**config.mk**
```make
export PLATFORM = sky130hd
export DESIGN_NAME = dm_arbiter
export DESIGN_NICKNAME = d
export VERILOG_FILES = /design/src/rtl/dm_arb_pkg.sv /design/src/rtl/dm_arb_pick.sv /design/src/rtl/dm_arbiter.sv
export SDC_FILE = /design/constraint.sdc
export NUM_CORES = 1
export LEC_CHECK = 0
export CORE_MARGIN = 1.5
export CORE_UTILIZATION = 22
export DETAILED_ROUTE_END_ITERATION = 12
export PLACE_DENSITY = 0.81
export SLEW_MARGIN = 20
export SYNTH_ARGS = -nofsm -noshare
export SYNTH_HDL_FRONTEND = slang
export SYNTH_SLANG_ARGS = --single-unit
export TNS_END_PERCENT = 30
```
**constraint.sdc**
```tcl
create_clock -name clk -period 2.4 [get_ports clk]
set_input_delay 0.48 -clock clk [delete_from_list [all_inputs] [get_ports clk]]
set_output_delay 0.48 -clock clk [all_outputs]
set_load 0.005 [all_outputs]
```
**src/rtl/dm_arb_pkg.sv**
```systemverilog
// dm_arb_pkg: owner encoding and default widths shared by dm_arbiter, data_path and the debug loader.
`default_nettype none

package dm_arb_pkg;
    localparam logic OWN_CPU   = 1'b0;
    localparam logic OWN_DBG   = 1'b1;
    localparam int   DM_ADDR_W = 8;
    localparam int   DM_DATA_W = 16;
    localparam int   WAIT_W    = 4;
endpackage

`default_nettype wire

```
**src/rtl/dm_arb_pick.sv**
```systemverilog
// dm_arb_pick: combinational winner selection for the data-memory arbiter.
// DM_ARB_RR_EN selects round-robin; otherwise fixed CPU priority with a debug wait limit.
`default_nettype none

module dm_arb_pick
    import dm_arb_pkg::*;
#(
    parameter int MAX_WAIT = 4
) (
    input  logic              cpu_req,
    input  logic              dbg_req,
`ifdef DM_ARB_RR_EN
    input  logic              last_owner,
`else
    input  logic [WAIT_W-1:0] wait_cnt,
`endif
    output logic              cpu_gnt,
    output logic              dbg_gnt
);

    logic dbg_first;

`ifdef DM_ARB_RR_EN
    assign dbg_first = (last_owner == OWN_CPU);
`else
    assign dbg_first = (wait_cnt == WAIT_W'(MAX_WAIT));
`endif

    // dbg takes the slot when alone, or when contention favours it.
    assign dbg_gnt = dbg_req & (~cpu_req | dbg_first);
    assign cpu_gnt = cpu_req & ~dbg_gnt;

endmodule

`default_nettype wire

```
**src/rtl/dm_arbiter.sv**
```systemverilog
// dm_arbiter: shares the single-port data-memory BRAM between the CPU M stage and the debug port.
// Build option DM_ARB_RR_EN: round-robin arbitration instead of fixed CPU priority.
`default_nettype none

module dm_arbiter
    import dm_arb_pkg::*;
#(
    parameter int ADDR_W   = DM_ADDR_W,
    parameter int DATA_W   = DM_DATA_W,
    parameter int MAX_WAIT = 4
) (
    input  logic              clk,
    input  logic              rst,
    input  logic              cpu_req,
    input  logic              cpu_we,
    input  logic [ADDR_W-1:0] cpu_addr,
    input  logic [DATA_W-1:0] cpu_wdata,
    output logic              cpu_gnt,
    output logic              cpu_stall,
    output logic              cpu_rvalid,
    output logic [DATA_W-1:0] cpu_rdata,
    input  logic              dbg_req,
    input  logic              dbg_we,
    input  logic [ADDR_W-1:0] dbg_addr,
    input  logic [DATA_W-1:0] dbg_wdata,
    output logic              dbg_gnt,
    output logic              dbg_rvalid,
    output logic [DATA_W-1:0] dbg_rdata,
    output logic              mem_en,
    output logic              mem_we,
    output logic [ADDR_W-1:0] mem_addr,
    output logic [DATA_W-1:0] mem_wdata,
    input  logic [DATA_W-1:0] mem_rdata
);

    logic cpu_req_v;
    logic dbg_req_v;
    logic rd_pend;
    logic rd_owner;

    // Requests are masked while reset is high so every output reads 0 during reset.
    assign cpu_req_v = cpu_req & ~rst;
    assign dbg_req_v = dbg_req & ~rst;

`ifdef DM_ARB_RR_EN
    logic last_owner;

    always_ff @(posedge clk or posedge rst) begin
        if (rst) begin
            last_owner <= OWN_DBG;
        end else if (mem_en) begin
            last_owner <= dbg_gnt ? OWN_DBG : OWN_CPU;
        end
    end

    dm_arb_pick #(.MAX_WAIT(MAX_WAIT)) u_pick (
        .cpu_req    (cpu_req_v),
        .dbg_req    (dbg_req_v),
        .last_owner (last_owner),
        .cpu_gnt    (cpu_gnt),
        .dbg_gnt    (dbg_gnt)
    );
`else
    logic [WAIT_W-1:0] wait_cnt;

    always_ff @(posedge clk or posedge rst) begin
        if (rst) begin
            wait_cnt <= '0;
        end else if (dbg_req_v & ~dbg_gnt) begin
            if (wait_cnt != WAIT_W'(MAX_WAIT)) begin
                wait_cnt <= wait_cnt + 1'b1;
            end
        end else begin
            wait_cnt <= '0;
        end
    end

    dm_arb_pick #(.MAX_WAIT(MAX_WAIT)) u_pick (
        .cpu_req  (cpu_req_v),
        .dbg_req  (dbg_req_v),
        .wait_cnt (wait_cnt),
        .cpu_gnt  (cpu_gnt),
        .dbg_gnt  (dbg_gnt)
    );
`endif

    assign cpu_stall = cpu_req_v & ~cpu_gnt;
    assign mem_en    = cpu_gnt | dbg_gnt;

    always_comb begin
        mem_we    = 1'b0;
        mem_addr  = '0;
        mem_wdata = '0;
        if (cpu_gnt) begin
            mem_we    = cpu_we;
            mem_addr  = cpu_addr;
            mem_wdata = cpu_wdata;
        end else if (dbg_gnt) begin
            mem_we    = dbg_we;
            mem_addr  = dbg_addr;
            mem_wdata = dbg_wdata;
        end
    end

    // Read-return pipe: BRAM data arrives one cycle after the granted read.
    always_ff @(posedge clk or posedge rst) begin
        if (rst) begin
            rd_pend  <= 1'b0;
            rd_owner <= OWN_CPU;
        end else begin
            rd_pend  <= mem_en & ~mem_we;
            rd_owner <= dbg_gnt ? OWN_DBG : OWN_CPU;
        end
    end

    assign cpu_rvalid = rd_pend & (rd_owner == OWN_CPU);
    assign dbg_rvalid = rd_pend & (rd_owner == OWN_DBG);
    assign cpu_rdata  = cpu_rvalid ? mem_rdata : '0;
    assign dbg_rdata  = dbg_rvalid ? mem_rdata : '0;

endmodule

`default_nettype wire

```
=== Yosys cells after proc, flatten, opt, wreduce, memory -nomap -nowiden ===
Index checks and enable logic that the tools add are counted.

* Logic and storage cells: 35
* Register bits: 6
* Memories: 0
* Memory bits (writable): 0
* Memory bits (read-only): 0
* Bits in latches: 0

* Shift operators: 0
* Muxes and demuxes: 11
* $lt $le $gt $ge: 0
* Equal/unequal tests: 3
* Reductions and logical operators: 0
* $add $sub $neg: 1
* $mul: 0
* Divide/modulo/power cells: 0
* Bitwise operators: 17

{| class="wikitable"
|+ Operator list
! kind !! number
|-
| 16-bit two-way mux || 4
|-
| 8-bit two-way mux || 2
|-
| 1-bit bitwise AND || 9
|-
| 4-bit two-way mux || 2
|-
| 1-bit inverter || 6
|-
| 4-bit by 1-bit adder with 4-bit output, second input constant || 1
|-
| 4-bit by 3-bit equality test with 1-bit output, second input constant || 1
|-
| 4-bit by 3-bit inequality test with 1-bit output, second input constant || 1
|-
| 1-bit two-way mux || 3
|-
| 2-bit by 1-bit inequality test with 1-bit output, second input constant || 1
|-
| 1-bit OR || 2
|}

=== Logic depth before layout (Yosys ltp) ===
* Depth after elaboration: 10
* Mapped depth: 7

=== By module ===
Synthesis repeated with hierarchy kept, for this count alone.

* Cells, all modules: 105
* Area total of the unflattened synthesis: 818.3 um2

{| class="wikitable"
|+ Modules (own cells, without submodules)
! module !! instances !! cells each !! sequential area each (um2) !! area each (um2)
|-
| dm_arbiter || 1 || 101 || 150.1 || 792.0
|-
| dm_arb_pick || 1 || 4 || 0.0 || 26.3
|}

=== Worst setup path before layout ===
Ideal clock, no wire load.

* Path kind: register to output
* From: register wait_cnt[0]
* To: output port mem_addr[1]
* Setup slack: 0.467 ns
* Data arrival time: 1.453 ns
* Required time: 1.920 ns
* Stages on the path, launching flop included: 7
* Buffers on the path: 1
* Cells stage by stage: dfrtp_1 -> inv_1 -> ha_1 -> nand3b_4 -> a211oi_4 -> buf_6 -> a22o_1

* Longest elaborated chain between the ends: 6

{| class="wikitable"
|+ Ends and longest elaborated chain
! item !! line !! text
|-
| start: declaration || dm_arbiter.sv:64 || <nowiki>logic [WAIT_W-1:0] wait_cnt;</nowiki>
|-
| start signal: assignment || dm_arbiter.sv:71 || <nowiki>wait_cnt <= wait_cnt + 1'b1;</nowiki>
|-
| 4-bit by 3-bit equality test with 1-bit output * || dm_arb_pick.sv:26 || <nowiki>assign dbg_first = (wait_cnt == WAIT_W'(MAX_WAIT));</nowiki>
|-
| 1-bit OR * || dm_arb_pick.sv:30 || <nowiki>assign dbg_gnt = dbg_req & (~cpu_req | dbg_first);</nowiki>
|-
| 1-bit bitwise AND * || dm_arb_pick.sv:30 ||
|-
| via dbg_gnt || dm_arbiter.sv:26 || <nowiki>output logic dbg_gnt,</nowiki>
|-
| 1-bit inverter || dm_arb_pick.sv:31 || <nowiki>assign cpu_gnt = cpu_req & ~dbg_gnt;</nowiki>
|-
| 1-bit bitwise AND || dm_arb_pick.sv:31 ||
|-
| 8-bit two-way mux * || dm_arbiter.sv:94 || <nowiki>if (cpu_gnt) begin</nowiki>
|-
| end: declaration || dm_arbiter.sv:31 || <nowiki>output logic [ADDR_W-1:0] mem_addr,</nowiki>
|}

Mark *: on every way through the listed nets, which the timed path passes. The rest lies on a longest branch.

=== Final worst setup path ===
* From: register wait_cnt[0]
* To: output port mem_wdata[15]

* Longest elaborated chain between the ends: 6

{| class="wikitable"
|+ Ends and longest elaborated chain
! item !! line !! text
|-
| 4-bit by 3-bit equality test with 1-bit output * || dm_arb_pick.sv:26 ||
|-
| 1-bit OR * || dm_arb_pick.sv:30 ||
|-
| 1-bit bitwise AND * || dm_arb_pick.sv:30 ||
|-
| 1-bit inverter || dm_arb_pick.sv:31 ||
|-
| 1-bit bitwise AND || dm_arb_pick.sv:31 ||
|-
| 16-bit two-way mux * || dm_arbiter.sv:94 ||
|-
| end: declaration || dm_arbiter.sv:32 || <nowiki>output logic [DATA_W-1:0] mem_wdata,</nowiki>
|}

Every way passes the cells marked *; elsewhere a longest branch is shown, timed or not.

==> impl_results.md <==
* Status: completed
* Post-route clock period utilization at 0.971
* DP HPWL at 2980 um
* WL/cell at roughly 13 um
* Xor and xnor area share after synthesis at 0.0213
* Post-Synth Adder-Cell Area at 0.0305
* Origin of the critical flop-to-flop path: wait_cnt[0]
* Pin count of the biggest net entering global routing at 28
* CP startpoint kind: flip-flop
* Die Area at 4110 um^2
* Crit-path max FO at 9
* Ant diodes at 0
* Setup Viol. Count Final at 0
* DIE WIDTH at approximately 64 um
* Post-synth top area share at 0.192
* Hold_ws at 0.439 ns
* Fmax at 429 MHz
* Final clock skew at 0.000448 ns
* PortBufs at 132
* Combinational group share of total power at 0.547
* CP arrival at 1.85 ns
* Worst slew pin tran at 0.276 ns
* Share of layout cells above drive strength 1 at 0.146
* Fin nets at between 300 and 400
* Pre-CTS setup slack at -0.272 ns
* DRT Pass-1 Iters at 4
* CP delay by family, top: buffers and inverters
* Number of synthesized register bits at 6
* Total wire length at 3640 um
* Combinational family with the most area after synthesis: compound AO/OA/AOI/OAI gates
* Net Sw Power at 0.129 mW
* Yosys top cell by area: a22o_1
* Synth Cell Area at 821 um^2
* Clock power share at 0.262
* Crit-path slowest cell: dfrtp_1
* First-pass GRT wire length at 5580 um
* CTS Buf Count at 3
* CTS H-tree lvls at 1
* Req. time, crit path at roughly 1.9 ns
* Setup WS post-layout at 0.0705 ns
* Total of max-cap violations at 0
* Worst R2R Setup Slack at 0.82 ns
* Root Buffer: clkbuf_8
* Synth Area in Simple Gates at 0.325
* Remaining antenna violation count at 0
* Bufs and invs on worst path at 4
* Mux cell area share after synthesis at 0
* Power, Total at 0.555 mW
* Routability Congestion at 0.753
* Clock sinks at 6
* Peak VDD IR at 228 uV
* Die height at 64.1 um
* Worst skew pair latency at ~0.22 ns
* Rows at 22
* Switching Share at 0.233
* Pleak at between 1 and 1.5 nW
* Vias at between 1,000 and 1,500
* Minimum clock period at around 2.3 ns
* Synth Area per Inst at 8.64 um^2
* Clk pin slew, worst setup/hold paths at 0.03 ns
* CTS tree: built
* PwrDens at 236 nW/um^2
* DR iter-0 viols at 54
* Count of cell types in the netlist at 21
* Syn_nets at 167
* R2R Path End: rd_pend
* Area grow syn2layout at 186%
* Crit end category: output port
* Clock Path Buffers at 2
* Vias in the first global route at 1,200
* Via-to-Cell Ratio at roughly 4.5
* Total GRT Usage at 0.172
* Starting Density at 0.226
* Worst hold-check path type: in2async
* Fin. max-slew vios at 0
* CP dominant cell by count: buf_12
* Top cells by area, synth: a22o_1, dfrtp_1, and2_1, and3_1, a22o_2
* Post-Syn Instances at 95
* Part of the power in registers at 0.191
* Max-slew headroom at 0.815
* IO Count at 133
* Initial antenna violation count at 0
* CP peak stage delay at roughly 0.37 ns
* CORE AREA at 3630 um^2
* Internal Pwr Total at 0.426 mW
* DR DRC count at 0
* Synth Area in Compound Gates at 0.331
* YS warnings at 0
* Final-report hold violation count at 0
* Global route overflow at 0
* Crit path cell chain: inv_2 -> ha_4 -> nand3b_4 -> a211oi_4 -> buf_12 -> buf_12 -> a22o_1 -> dlygate4sd2_1
* Post-synthesis sequential area ratio at 0.183
* Cells on worst reg2reg path at 8
* Kind of critical path: reg2out
* RSZ-0062 raised after global routing: no
[stage by stage]
step	std cells	setup TNS, ns	instance area (um^2)	util
after global placement	279	-5.60	2250	0.619
after detailed placement	279	-6.11	2250	0.619
final	288	0	2350	0.647
after global routing	288	0	2350	0.647
after floorplan	95	0	821	-
after CTS	287	0	2320	0.639
[routing by layer]
| layer | up-vias | track usage | wire (um) |
|---|---|---|---|
| met2 | 94 | 0.310 | 1770 |
| met3 | 6 | 0.0563 | 435 |
| met4 | 0 | 0.0571 | 55 |
| met1 | 540 | 0.187 | 1380 |
| met5 | - | 0 | 0 |
| li1 | 643 | - | - |
[power groups by stage]
stage	Combinational [mW]	Sequential [mW]	Clock, mW
floorplan	0.0809	0.109	0
global placement	0.309	0.107	0
detailed placement	0.312	0.107	0
CTS	0.302	0.106	0.151
global route	0.327	0.106	0.160
finish	0.303	0.106	0.145
[cell usage after synthesis]
cell type and n:
a22o_1 18, and2_1 17, and3_1 16, a22o_2 7
dfrtp_1 6, inv_1 6, buf_6 5, nor2_1 4
clkbuf_1 3, ha_1 2, a211oi_4 1, a221oi_1 1
and3_2 1, nand3_1 1, nand3b_4 1, nand4_1 1
nor2b_1 1, o211a_1 1, o21ai_0 1, xnor2_1 1
xor2_1 1
[kinds of logic (layout without fill, tap and decap cells)]
family / Yosys count / after routing
AO/OA/AOI/OAI: 29 / 29
XOR/XNOR: 2 / 2
adder cells (fa/ha/maj): 2 / 2
AND/OR/NAND/NOR: 42 / 42
flip-flops: 6 / 6
buffers and inverters: 14 / 159
[worst max path at each step]
stage | from | to | slack, ns | depth (start not counted)
after floorplan | wait_cnt[0] | mem_addr[1] | 0.47 | 6
after global placement | cpu_req | mem_addr[2] | -0.24 | 5
after detailed placement | cpu_req | mem_addr[2] | -0.27 | 5
after CTS | wait_cnt[0] | mem_addr[2] | 0.02 | 8
after global routing | wait_cnt[0] | mem_wdata[10] | 0.001 | 8
final | wait_cnt[0] | mem_wdata[15] | 0.07 | 8
[sequential cells by signal, indices dropped and copies added, names as in the netlist]
| register | flops |
|---|---|
| rd_pend | 1 |
| rd_owner | 1 |
| wait_cnt | 4 |
[cell type report]
| cell class | instances | area [um^2] |
|---|---|---|
| repair buffers | 150 | 1480 |
| inverters | 6 | 22.5 |
| clock buffers | 3 | 41.3 |
| flip-flops and latches | 6 | 150 |
| fillers | 341 | 1280 |
| multi-input cells | 75 | 593 |
| well taps | 48 | 60.1 |
[cell usage in the layout (no fill, tap or decap)]
| cell type | Yosys | routed |
|---|---|---|
| a211oi_4 | 1 | 1 |
| a221oi_1 | 1 | 1 |
| a22o_1 | 18 | 18 |
| a22o_2 | 7 | 7 |
| and2_1 | 17 | 17 |
| and3_1 | 16 | 16 |
| and3_2 | 1 | 1 |
| buf_12 | 0 | 3 |
| buf_4 | 0 | 12 |
| buf_6 | 5 | 2 |
| buf_8 | 0 | 1 |
| clkbuf_8 | 0 | 3 |
| clkdlybuf4s15_1 | 0 | 10 |
| clkdlybuf4s50_1 | 0 | 102 |
| dfrtp_1 | 6 | 6 |
| dlygate4sd2_1 | 0 | 20 |
| ha_1 | 2 | 1 |
| ha_4 | 0 | 1 |
| inv_1 | 6 | 3 |
| inv_2 | 0 | 3 |
| nand3_1 | 1 | 1 |
| nand3b_4 | 1 | 1 |
| nand4_1 | 1 | 1 |
| nor2_1 | 4 | 4 |
| nor2b_1 | 1 | 1 |
| o211a_1 | 1 | 1 |
| o21ai_0 | 1 | 1 |
| xnor2_1 | 1 | 1 |
| xor2_1 | 1 | 1 |
[what timing repair did]
item | 4_1_cts | 5_1_grt
gates cloned | 1 | 0
endpoints found under the setup margin | 29 | 25
hold buffers | 0 | 0
setup buffers | 4 | 1
gates resized for setup | 38 | 13
pin swaps | 1 | 1
[worst register-to-register path, delay by kind of cell (launching register included)]
| kind | cells | cell delay (ns) |
|---|---|---|
| AOI/OAI and AO/OA | 2 | 0.39 |
| and+or+nand+nor | 1 | 0.10 |
| buffers and inverters | 4 | 0.44 |
| DFF | 1 | 0.37 |
| adders and majority gates | 1 | 0.13 |
(Power assumes the default switching activity.)
